### src/rtl/video_timing_gen.sv
// rtl/video_timing_gen.sv - raster sync and test-pattern source for the filter pipeline
//
// Generates o_vs / o_hs / o_de with a per-frame shadowed test pattern.
// Ports:
//   clk, rstn          clock, asynchronous active-low reset
//   i_en               run request (level); sampled in IDLE and at frame end
//   i_pat_sel[1:0]     0 h-ramp, 1 v-ramp, 2 checker, 3 zero (latched at frame start)
//   o_vs, o_hs, o_de   vertical sync, horizontal sync, data enable
//   o_x, o_y           active column / line (0 outside o_de)
//   o_data             pattern pixel (0 outside o_de)
//   o_busy             high from frame start to frame end
//   o_frame_cnt[15:0]  frame counter, present only with VIDEO_TIMING_GEN_FRAME_CNT_EN
// All outputs are registered and lag the internal counters by one cycle.
module video_timing_gen #(
    parameter int CNT_H_SIZE = 12,
    parameter int CNT_V_SIZE = 12,
    parameter int HSY        = 1,
    parameter int HBP        = 3,
    parameter int HAC        = 1920,
    parameter int HFP        = 3,
    parameter int VSY        = 3,
    parameter int VBP        = 3,
    parameter int VAC        = 1080,
    parameter int VFP        = 3,
    parameter int DATA_WIDTH = 8
) (
    input  logic                  clk,
    input  logic                  rstn,
    input  logic                  i_en,
    input  logic [1:0]            i_pat_sel,
    output logic                  o_vs,
    output logic                  o_hs,
    output logic                  o_de,
    output logic [CNT_H_SIZE-1:0] o_x,
    output logic [CNT_V_SIZE-1:0] o_y,
    output logic [DATA_WIDTH-1:0] o_data,
    output logic                  o_busy
`ifdef VIDEO_TIMING_GEN_FRAME_CNT_EN
    ,
    output logic [15:0]           o_frame_cnt
`endif
);

    localparam int HTOT = HSY + HBP + HAC + HFP;
    localparam int VTOT = VSY + VBP + VAC + VFP;

    localparam logic [CNT_H_SIZE-1:0] H_LAST    = CNT_H_SIZE'(HTOT - 1);
    localparam logic [CNT_H_SIZE-1:0] H_SY_END  = CNT_H_SIZE'(HSY);
    localparam logic [CNT_H_SIZE-1:0] H_ACT_BEG = CNT_H_SIZE'(HSY + HBP);
    localparam logic [CNT_H_SIZE-1:0] H_ACT_END = CNT_H_SIZE'(HSY + HBP + HAC);
    localparam logic [CNT_V_SIZE-1:0] V_LAST    = CNT_V_SIZE'(VTOT - 1);
    localparam logic [CNT_V_SIZE-1:0] V_SY_END  = CNT_V_SIZE'(VSY);
    localparam logic [CNT_V_SIZE-1:0] V_ACT_BEG = CNT_V_SIZE'(VSY + VBP);
    localparam logic [CNT_V_SIZE-1:0] V_ACT_END = CNT_V_SIZE'(VSY + VBP + VAC);

    typedef enum logic [2:0] {
        IDLE,
        VSYNC,
        VBACK,
        VACTIVE,
        VFRONT
    } state_t;

    state_t                r_state;
    logic [CNT_H_SIZE-1:0] r_cnt_h;
    logic [CNT_V_SIZE-1:0] r_cnt_v;
    logic [1:0]            r_pat;

    logic                  w_h_last;
    logic                  w_v_last;
    logic [CNT_V_SIZE-1:0] w_v_next;
    logic                  w_run;
    logic                  w_vs;
    logic                  w_hs;
    logic                  w_de;
    logic [CNT_H_SIZE-1:0] w_x;
    logic [CNT_V_SIZE-1:0] w_y;
    logic [DATA_WIDTH-1:0] w_data;

    assign w_h_last = (r_cnt_h == H_LAST);
    assign w_v_last = (r_cnt_v == V_LAST);
    assign w_v_next = r_cnt_v + 1'b1;

    // Frame FSM and raster counters. Vertical transitions happen only on a
    // line wrap, so a falling i_en never truncates a line or a frame.
    always_ff @(posedge clk or negedge rstn) begin
        if (!rstn) begin
            r_state <= IDLE;
            r_cnt_h <= '0;
            r_cnt_v <= '0;
            r_pat   <= 2'd0;
        end else if (r_state == IDLE) begin
            r_cnt_h <= '0;
            r_cnt_v <= '0;
            if (i_en) begin
                r_state <= VSYNC;
                r_pat   <= i_pat_sel;
            end
        end else if (!w_h_last) begin
            r_cnt_h <= r_cnt_h + 1'b1;
        end else begin
            r_cnt_h <= '0;
            r_cnt_v <= w_v_next;
            case (r_state)
                VSYNC:   if (w_v_next == V_SY_END)  r_state <= VBACK;
                VBACK:   if (w_v_next == V_ACT_BEG) r_state <= VACTIVE;
                VACTIVE: if (w_v_next == V_ACT_END) r_state <= VFRONT;
                VFRONT: begin
                    if (w_v_last) begin
                        r_cnt_v <= '0;
                        // Re-arming here keeps back-to-back frames gapless.
                        if (i_en) begin
                            r_state <= VSYNC;
                            r_pat   <= i_pat_sel;
                        end else begin
                            r_state <= IDLE;
                        end
                    end
                end
                default: r_state <= IDLE;
            endcase
        end
    end

    assign w_run = (r_state != IDLE);
    assign w_hs  = w_run && (r_cnt_h < H_SY_END);
    assign w_vs  = w_run && (r_cnt_v < V_SY_END);
    assign w_de  = (r_state == VACTIVE) && (r_cnt_h >= H_ACT_BEG) && (r_cnt_h < H_ACT_END);
    assign w_x   = r_cnt_h - H_ACT_BEG;
    assign w_y   = r_cnt_v - V_ACT_BEG;

    always_comb begin
        w_data = '0;
        case (r_pat)
            2'd0:    w_data = w_x[DATA_WIDTH-1:0];
            2'd1:    w_data = w_y[DATA_WIDTH-1:0];
            2'd2:    w_data = {DATA_WIDTH{w_x[5] ^ w_y[5]}};
            default: w_data = '0;
        endcase
    end

    always_ff @(posedge clk or negedge rstn) begin
        if (!rstn) begin
            o_vs   <= 1'b0;
            o_hs   <= 1'b0;
            o_de   <= 1'b0;
            o_x    <= '0;
            o_y    <= '0;
            o_data <= '0;
            o_busy <= 1'b0;
        end else begin
            o_vs   <= w_vs;
            o_hs   <= w_hs;
            o_de   <= w_de;
            o_x    <= w_de ? w_x : '0;
            o_y    <= w_de ? w_y : '0;
            o_data <= w_de ? w_data : '0;
            o_busy <= w_run;
        end
    end

`ifdef VIDEO_TIMING_GEN_FRAME_CNT_EN
    logic [15:0] r_frame_cnt;

    // Steps on the same edge that raises o_vs, so the new count and the
    // vsync rise appear together.
    always_ff @(posedge clk or negedge rstn) begin
        if (!rstn) begin
            r_frame_cnt <= 16'd0;
        end else if (w_vs && !o_vs) begin
            r_frame_cnt <= r_frame_cnt + 16'd1;
        end
    end

    assign o_frame_cnt = r_frame_cnt;
`endif

endmodule

### config.mk
export PLATFORM = sky130hd
export DESIGN_NAME = video_timing_gen
export DESIGN_NICKNAME = d
export VERILOG_FILES = /design/src/rtl/video_timing_gen.sv
export SDC_FILE = /design/constraint.sdc
export NUM_CORES = 1
export LEC_CHECK = 0
export ABC_AREA = 1
export BUFFER_PORTS_ARGS = -buffer_cell sky130_fd_sc_hd__buf_2
export CAP_MARGIN = 20
export CORE_UTILIZATION = 50
export DETAILED_ROUTE_END_ITERATION = 7
export PLACE_DENSITY_LB_ADDON = 0.1
export REMOVE_ABC_BUFFERS = 1
export SYNTH_ARGS = -nofsm -noshare
export SYNTH_HDL_FRONTEND = slang
export SYNTH_SLANG_ARGS = --single-unit
### constraint.sdc
create_clock -name clk -period 4.7 [get_ports clk]
set_clock_uncertainty 0.1 [all_clocks]
set_input_delay 0.235 -clock clk [delete_from_list [all_inputs] [get_ports clk]]
set_output_delay 0.235 -clock clk [all_outputs]
set_load 0.1 [all_outputs]
# Word-level counts from Yosys, hierarchy flattened
# Cells that the tools add are included.
dict set report totals {
  regBits 65
  wordCells 72
  output_inout_bits 36
}
dict set report classes {
  reduce_logical 12
  n_lt_le_gt_ge 4
  n_bitwise 1
  n_eq_ne 16
  muxes 24
  add_sub_neg 4
}
# op count
set ops {}
lappend ops {{two-way mux 12 bit} 8}
lappend ops {{== test 12 x 11 -> 1 bit, second input constant} 3}
lappend ops {{adder 12 x 1 -> 12 bit, second input constant} 2}
lappend ops {{one-hot mux 8 bit (3 select lines)} 1}
lappend ops {{subtractor 12 x 3 -> 12 bit, second input constant} 2}
lappend ops {{two-way mux 3 bit} 7}
lappend ops {{== test 12 x 2 -> 1 bit, second input constant} 1}
lappend ops {{== test 12 x 3 -> 1 bit, second input constant} 1}
lappend ops {{greater-or-equal comparator 12 x 3 -> 1 bit, second input constant} 1}
lappend ops {{less-than comparator 12 x 1 -> 1 bit, second input constant} 1}
lappend ops {{less-than comparator 12 x 11 -> 1 bit, second input constant} 1}
lappend ops {{less-than comparator 12 x 2 -> 1 bit, second input constant} 1}
lappend ops {{inequality test 3 bit, second input constant} 4}
lappend ops {{one-hot mux 3 bit (4 select lines)} 1}
lappend ops {{two-way mux 2 bit} 5}
lappend ops {{two-way mux 8 bit} 1}
lappend ops {{== test 3 x 2 -> 1 bit, second input constant} 2}
lappend ops {{AND reduction 6 bit} 1}
lappend ops {{nonzero test 2 bit} 3}
lappend ops {{logical AND 1 bit} 4}
lappend ops {{== test 3 x 1 -> 1 bit, second input constant} 1}
lappend ops {{== test 3 bit, second input constant} 1}
lappend ops {{logical NOT 3 bit} 1}
lappend ops {{AND reduction 3 bit} 1}
lappend ops {{other kinds (7)} 7}

# Depth between registers and ports, before layout
dict set report depth {
  depth_word 6
  mapped_depth 13
  depth_no_buf 13
}

# Worst setup path after synthesis
# No wires, ideal clock.
dict set report synth_path {
  kind {register -> register}
  startpoint {reg r_cnt_h[2]}
  endpoint {reg o_data[0]}
  path_stages_with_launch 11
  path_buffers 1
  arrival_ns 1.617
  synth_period_minus_slack_ns 1.849
  setup_ns 0.132
  path_slack_ns 2.851
  path_cell_list {dfrtp_1 inv_2 ha_1 nand4_1 nor2_1 nand2_1 nor3_2 nand2_1 nand2_2 buf_2 a31oi_1}
}
dict set report synth_via {
  elab_chain_len 4
  elab_cells_between_ends 8
  classes_between {add/sub: 1; order compare: 2; mux: 2; bitwise: 1; reduce/logical: 2}
}
# element line_no
set synth_lines {}
lappend synth_lines {{start: declaration} 65} ;# logic [CNT_H_SIZE-1:0] r_cnt_h;
lappend synth_lines {{start signal: assignment} 100} ;# r_cnt_h <= r_cnt_h + 1'b1;
lappend synth_lines {{subtractor 12 x 3 -> 12 bit or greater-or-equal comparator 12 x 3 -> 1 bit (tied branches)} {129, 128}}
lappend synth_lines {{XOR 1 bit or logical AND 1 bit (tied branches)} {137, 128}}
lappend synth_lines {{one-hot mux 8 bit (3 select lines) or logical AND 1 bit (tied branches)} {134, 128}}
lappend synth_lines {{two-way mux 8 bit (*)} 157} ;# o_data <= w_de ? w_data : '0;
lappend synth_lines {{end signal: assignment} 157}
lappend synth_lines {{end: declaration} 36} ;# output logic [DATA_WIDTH-1:0] o_data,
# Mark *: on every way between the ends. The rest lies on a longest branch, timed or not.
# A chain may end at the register's enable or synchronous reset.

# Worst setup path in the final report
dict set report layout_path {
  startpoint {reg r_cnt_h[2]}
  endpoint {reg o_data[7]}
}
dict set report layout_via {
  elab_chain_len 4
  elab_cells_between_ends 8
  classes_between {add/sub: 1; order compare: 2; mux: 2; bitwise: 1; reduce/logical: 2}
}
# element line_no
set layout_lines {}
lappend layout_lines {{greater-or-equal comparator 12 x 3 -> 1 bit} 128} ;# assign w_de = (r_state == VACTIVE) && (r_cnt_h >= H_ACT_BEG) && (r_cnt_h < H_ACT_END);
lappend layout_lines {{logical AND 1 bit} 128}
lappend layout_lines {{logical AND 1 bit (*)} 128}
lappend layout_lines {{via w_de} 75} ;# logic w_de;
lappend layout_lines {{two-way mux 8 bit (*)} 157}
# Mark *: on every way through the listed nets, which the timed path passes. The rest lies on a longest branch.

==> results_dict.tcl <==
set metrics [dict create \
    cts_tree "yes" \
    crit_path_start_kind "register" \
    grt_max_degree 66 \
    path_clk_slew_ps 70 \
    place_ws_ps 2290 \
    die_height_um 83.68 \
    cts_root_buf "clkbuf_8" \
    syn_area_mm2 0.003336 \
    die_w_um 83.68 \
    yosysSeqAreaShare_pct 48.76 \
    hold_class "in2async" \
    cts_buffers 9 \
    die_area_mm2 0.007002 \
    reg2regPathDepth 11 \
    area_delta_synth_final_pct 13.58 \
    cts_hold_buf 0 \
    grtUsageMet2_pct 33.11 \
    start_util_pct 52.23 \
    yosys-top-cells-area "dfrtp_1, nand2_1, nor2_1" \
    ys_ff_latch 65 \
    ys.flop_type "dfrtp_1" \
    track_usage_pct 22.64 \
    synth_compound_area_share_pct 7.127 \
    finalSetupTns_ps 0 \
    muxShareOfSynthArea_pct 0.3376 \
    ctsResizeCount 0 \
    busiest_layer "met2" \
    hpwl_mm 5.268 \
    synthCells 412 \
    synth-edff-count 0 \
    gp_congestion 0.8567 \
    r2r_start "r_cnt_h[2]" \
    drive_gt1_share_pct 16.67 \
    synth.cells.most_frequent "nand2_1, dfrtp_1, nor2_1, inv_1, nand3_1" \
    r2r_slack_ps 2250 \
    setup_slack_ps 2251 \
    post-synth-top-count-cell "nand2_1" \
    period_share_pct 52.10 \
    seq_area_mm2 0.001627 \
    rsz0062_at_grt "no" \
    crit_fanout 32 \
    synth_top_area_cell "dfrtp_1" \
    clock_sinks 65 \
    critPathArrivalTime_ps 2580 \
    wl_per_cell_um 13.41 \
    drtIter0Drc 133 \
    leakage_nw 2.081 \
    peakVddDrop_mv 0.3265 \
    yosysWarnings 0 \
    ant_nets 0 \
    violations "hold timing" \
    min_period_ps 2449 \
    endpoint_kind "register" \
    multi_input_area_mm2 0.001481 \
    finalMaxSlewViolations 0 \
    placementRows 29 \
    h-tree-depth 3 \
    criticalPathCategory "reg2reg" \
    cts_buffer_depth 2 \
    overflow 0 \
    rr_endpoint "o_data[7]" \
    synthArstFlopShare_pct 100.0 \
    grt_pass1_vias 2567 \
    hold_violations 64 \
    syn_avg_cell_area_um2 8.096 \
    n_antenna_cell 0 \
    critPathLaunch "r_cnt_h[2]" \
    tightest_slew_ps 796.7 \
    vias 2779 \
    fmax_mhz 408.4 \
    drc 0 \
    setup_violations 0 \
    wirelength_mm 7.230 \
    core_area_mm2 0.006386 \
    n_fill_cell 586 \
    synth_cell_types 32 \
    worstPathRequired_ps 4840 \
    place.port_buffers 40 \
    use_met3_pct 3.858 \
    synth_xor_xnor_area_share_pct 3.413 \
    fin_util_pct 59.33 \
    max-slew-margin-rel_pct 46.89 \
    synth_simple_gate_area_share_pct 29.03 \
    clock_latency_ps 340 \
    status "finished with violations" \
    use_met1_pct 32.94 \
    synthAdderAreaFrac_pct 4.501 \
    cap_violations 0 \
    boundaryPins 41 \
    endpoint "o_data[7]" \
    cts_setup_buffers 0 \
    hold_ws_ps -40.36 \
    grt_pass1_wl_mm 12.37 \
    synth_top_area_share_pct 48.76 \
    nets 475 \
    antenna_found_initial 0 \
    viasPerCell 5.156 \
    synth_top_family_by_area "simple AND/OR/NAND/NOR gates" \
    p_per_area_mw_per_mm2 483.3 \
    first_pass_iters 5 \
]
## per-stage QoR
stage          std cells  power (mW)  area [um2]
4_1_cts              539       1.845        3789
3_5_place_dp         524       1.405        3607
5_1_grt              539       1.944        3789
6_report             539       1.831        3789
2_1_floorplan        406       1.245        3303
3_3_place_gp         524       1.397        3607
## cell usage in the layout (no fill, tap or decap), types with 2 or more instances in the layout
| cell type | synthesis | final |
|---|---|---|
| nand2_1 | 97 | 97 |
| dfrtp_1 | 65 | 65 |
| nor2_1 | 61 | 61 |
| inv_1 | 46 | 46 |
| buf_2 | 5 | 40 |
| nand3_1 | 23 | 23 |
| a21oi_1 | 13 | 13 |
| nor3_1 | 12 | 12 |
| ha_1 | 12 | 12 |
| clkbuf_8 | 0 | 12 |
| o21ai_0 | 11 | 11 |
| xor2_1 | 11 | 11 |
| nand4_1 | 7 | 7 |
| a31oi_1 | 7 | 7 |
| inv_2 | 5 | 5 |
| nor2_2 | 5 | 5 |
| o22ai_1 | 5 | 5 |
| nand2_2 | 4 | 4 |
| o21ai_1 | 4 | 4 |
| nor3_2 | 3 | 3 |
| xnor2_1 | 2 | 2 |
| nand4_2 | 2 | 2 |
| nand3_2 | 2 | 2 |
## kinds of logic (layout without fill, tap and decap cells)
| kind of cell | count (synthesis) | after routing |
|---|---|---|
| adders and majority gates | 12 | 12 |
| and+or+nand+nor | 220 | 220 |
| DFF | 65 | 65 |
| AOI/OAI and AO/OA | 43 | 43 |
| muxes | 1 | 1 |
| buffers and inverters | 58 | 108 |
| xor gates and xnor gates | 13 | 13 |
## critical path, cell delays in order, from the launching register on
cell	delay (ps)
dfrtp_1	450
inv_2	110
ha_1	210
nand4_1	210
nor2_1	210
nand2_1	120
nor3_2	140
nand2_1	80
nand2_2	450
inv_1	120
nand2_1	100
inv_1	40
## layout make-up
cell class	instances	share of cell area, %
clock buffer	13	4.458
clock inverter	2	0.3303
inverter	52	5.152
multi-input combinational	289	39.10
sequential	65	42.93
tap	77	2.543
timing repair buffer	41	5.482
## flip-flops by register name, summed over array words and instances (netlist names)
| name | flops |
|---|---|
| o_data | 8 |
| o_x | 12 |
| r_state | 3 |
| o_vs | 1 |
| o_busy | 1 |
| r_pat | 2 |
| r_cnt_v | 12 |
| o_y | 12 |
| o_hs | 1 |
| o_de | 1 |
| r_cnt_h | 12 |
## report_power, final
part	total, mW	internal (mW)	switching [mW]
clock	0.435	0.231	0.204
sequential	0.665	0.625	0.0407
combinational	0.731	0.152	0.579
## routing by layer
layer | share of wire [%] | vias to the layer above
met3 | 4.3 | 12
met2 | 43 | 70
met1 | 50 | 1292
met4 | 2.0 | 0
met5 | 0 | -
li1 | - | 1405
## worst min path at each step
stage                  endpoint  slack [ps]  cells past startpoint
floorplan                o_busy        -160                      0
global placement       r_pat[1]         350                      2
detailed placement      o_y[10]         370                      2
CTS                     o_y[10]           3                      2
global route           r_pat[1]          30                      2
finish              r_cnt_v[11]         -40                      2
No activity file was read; power rests on OpenSTA's default activity.
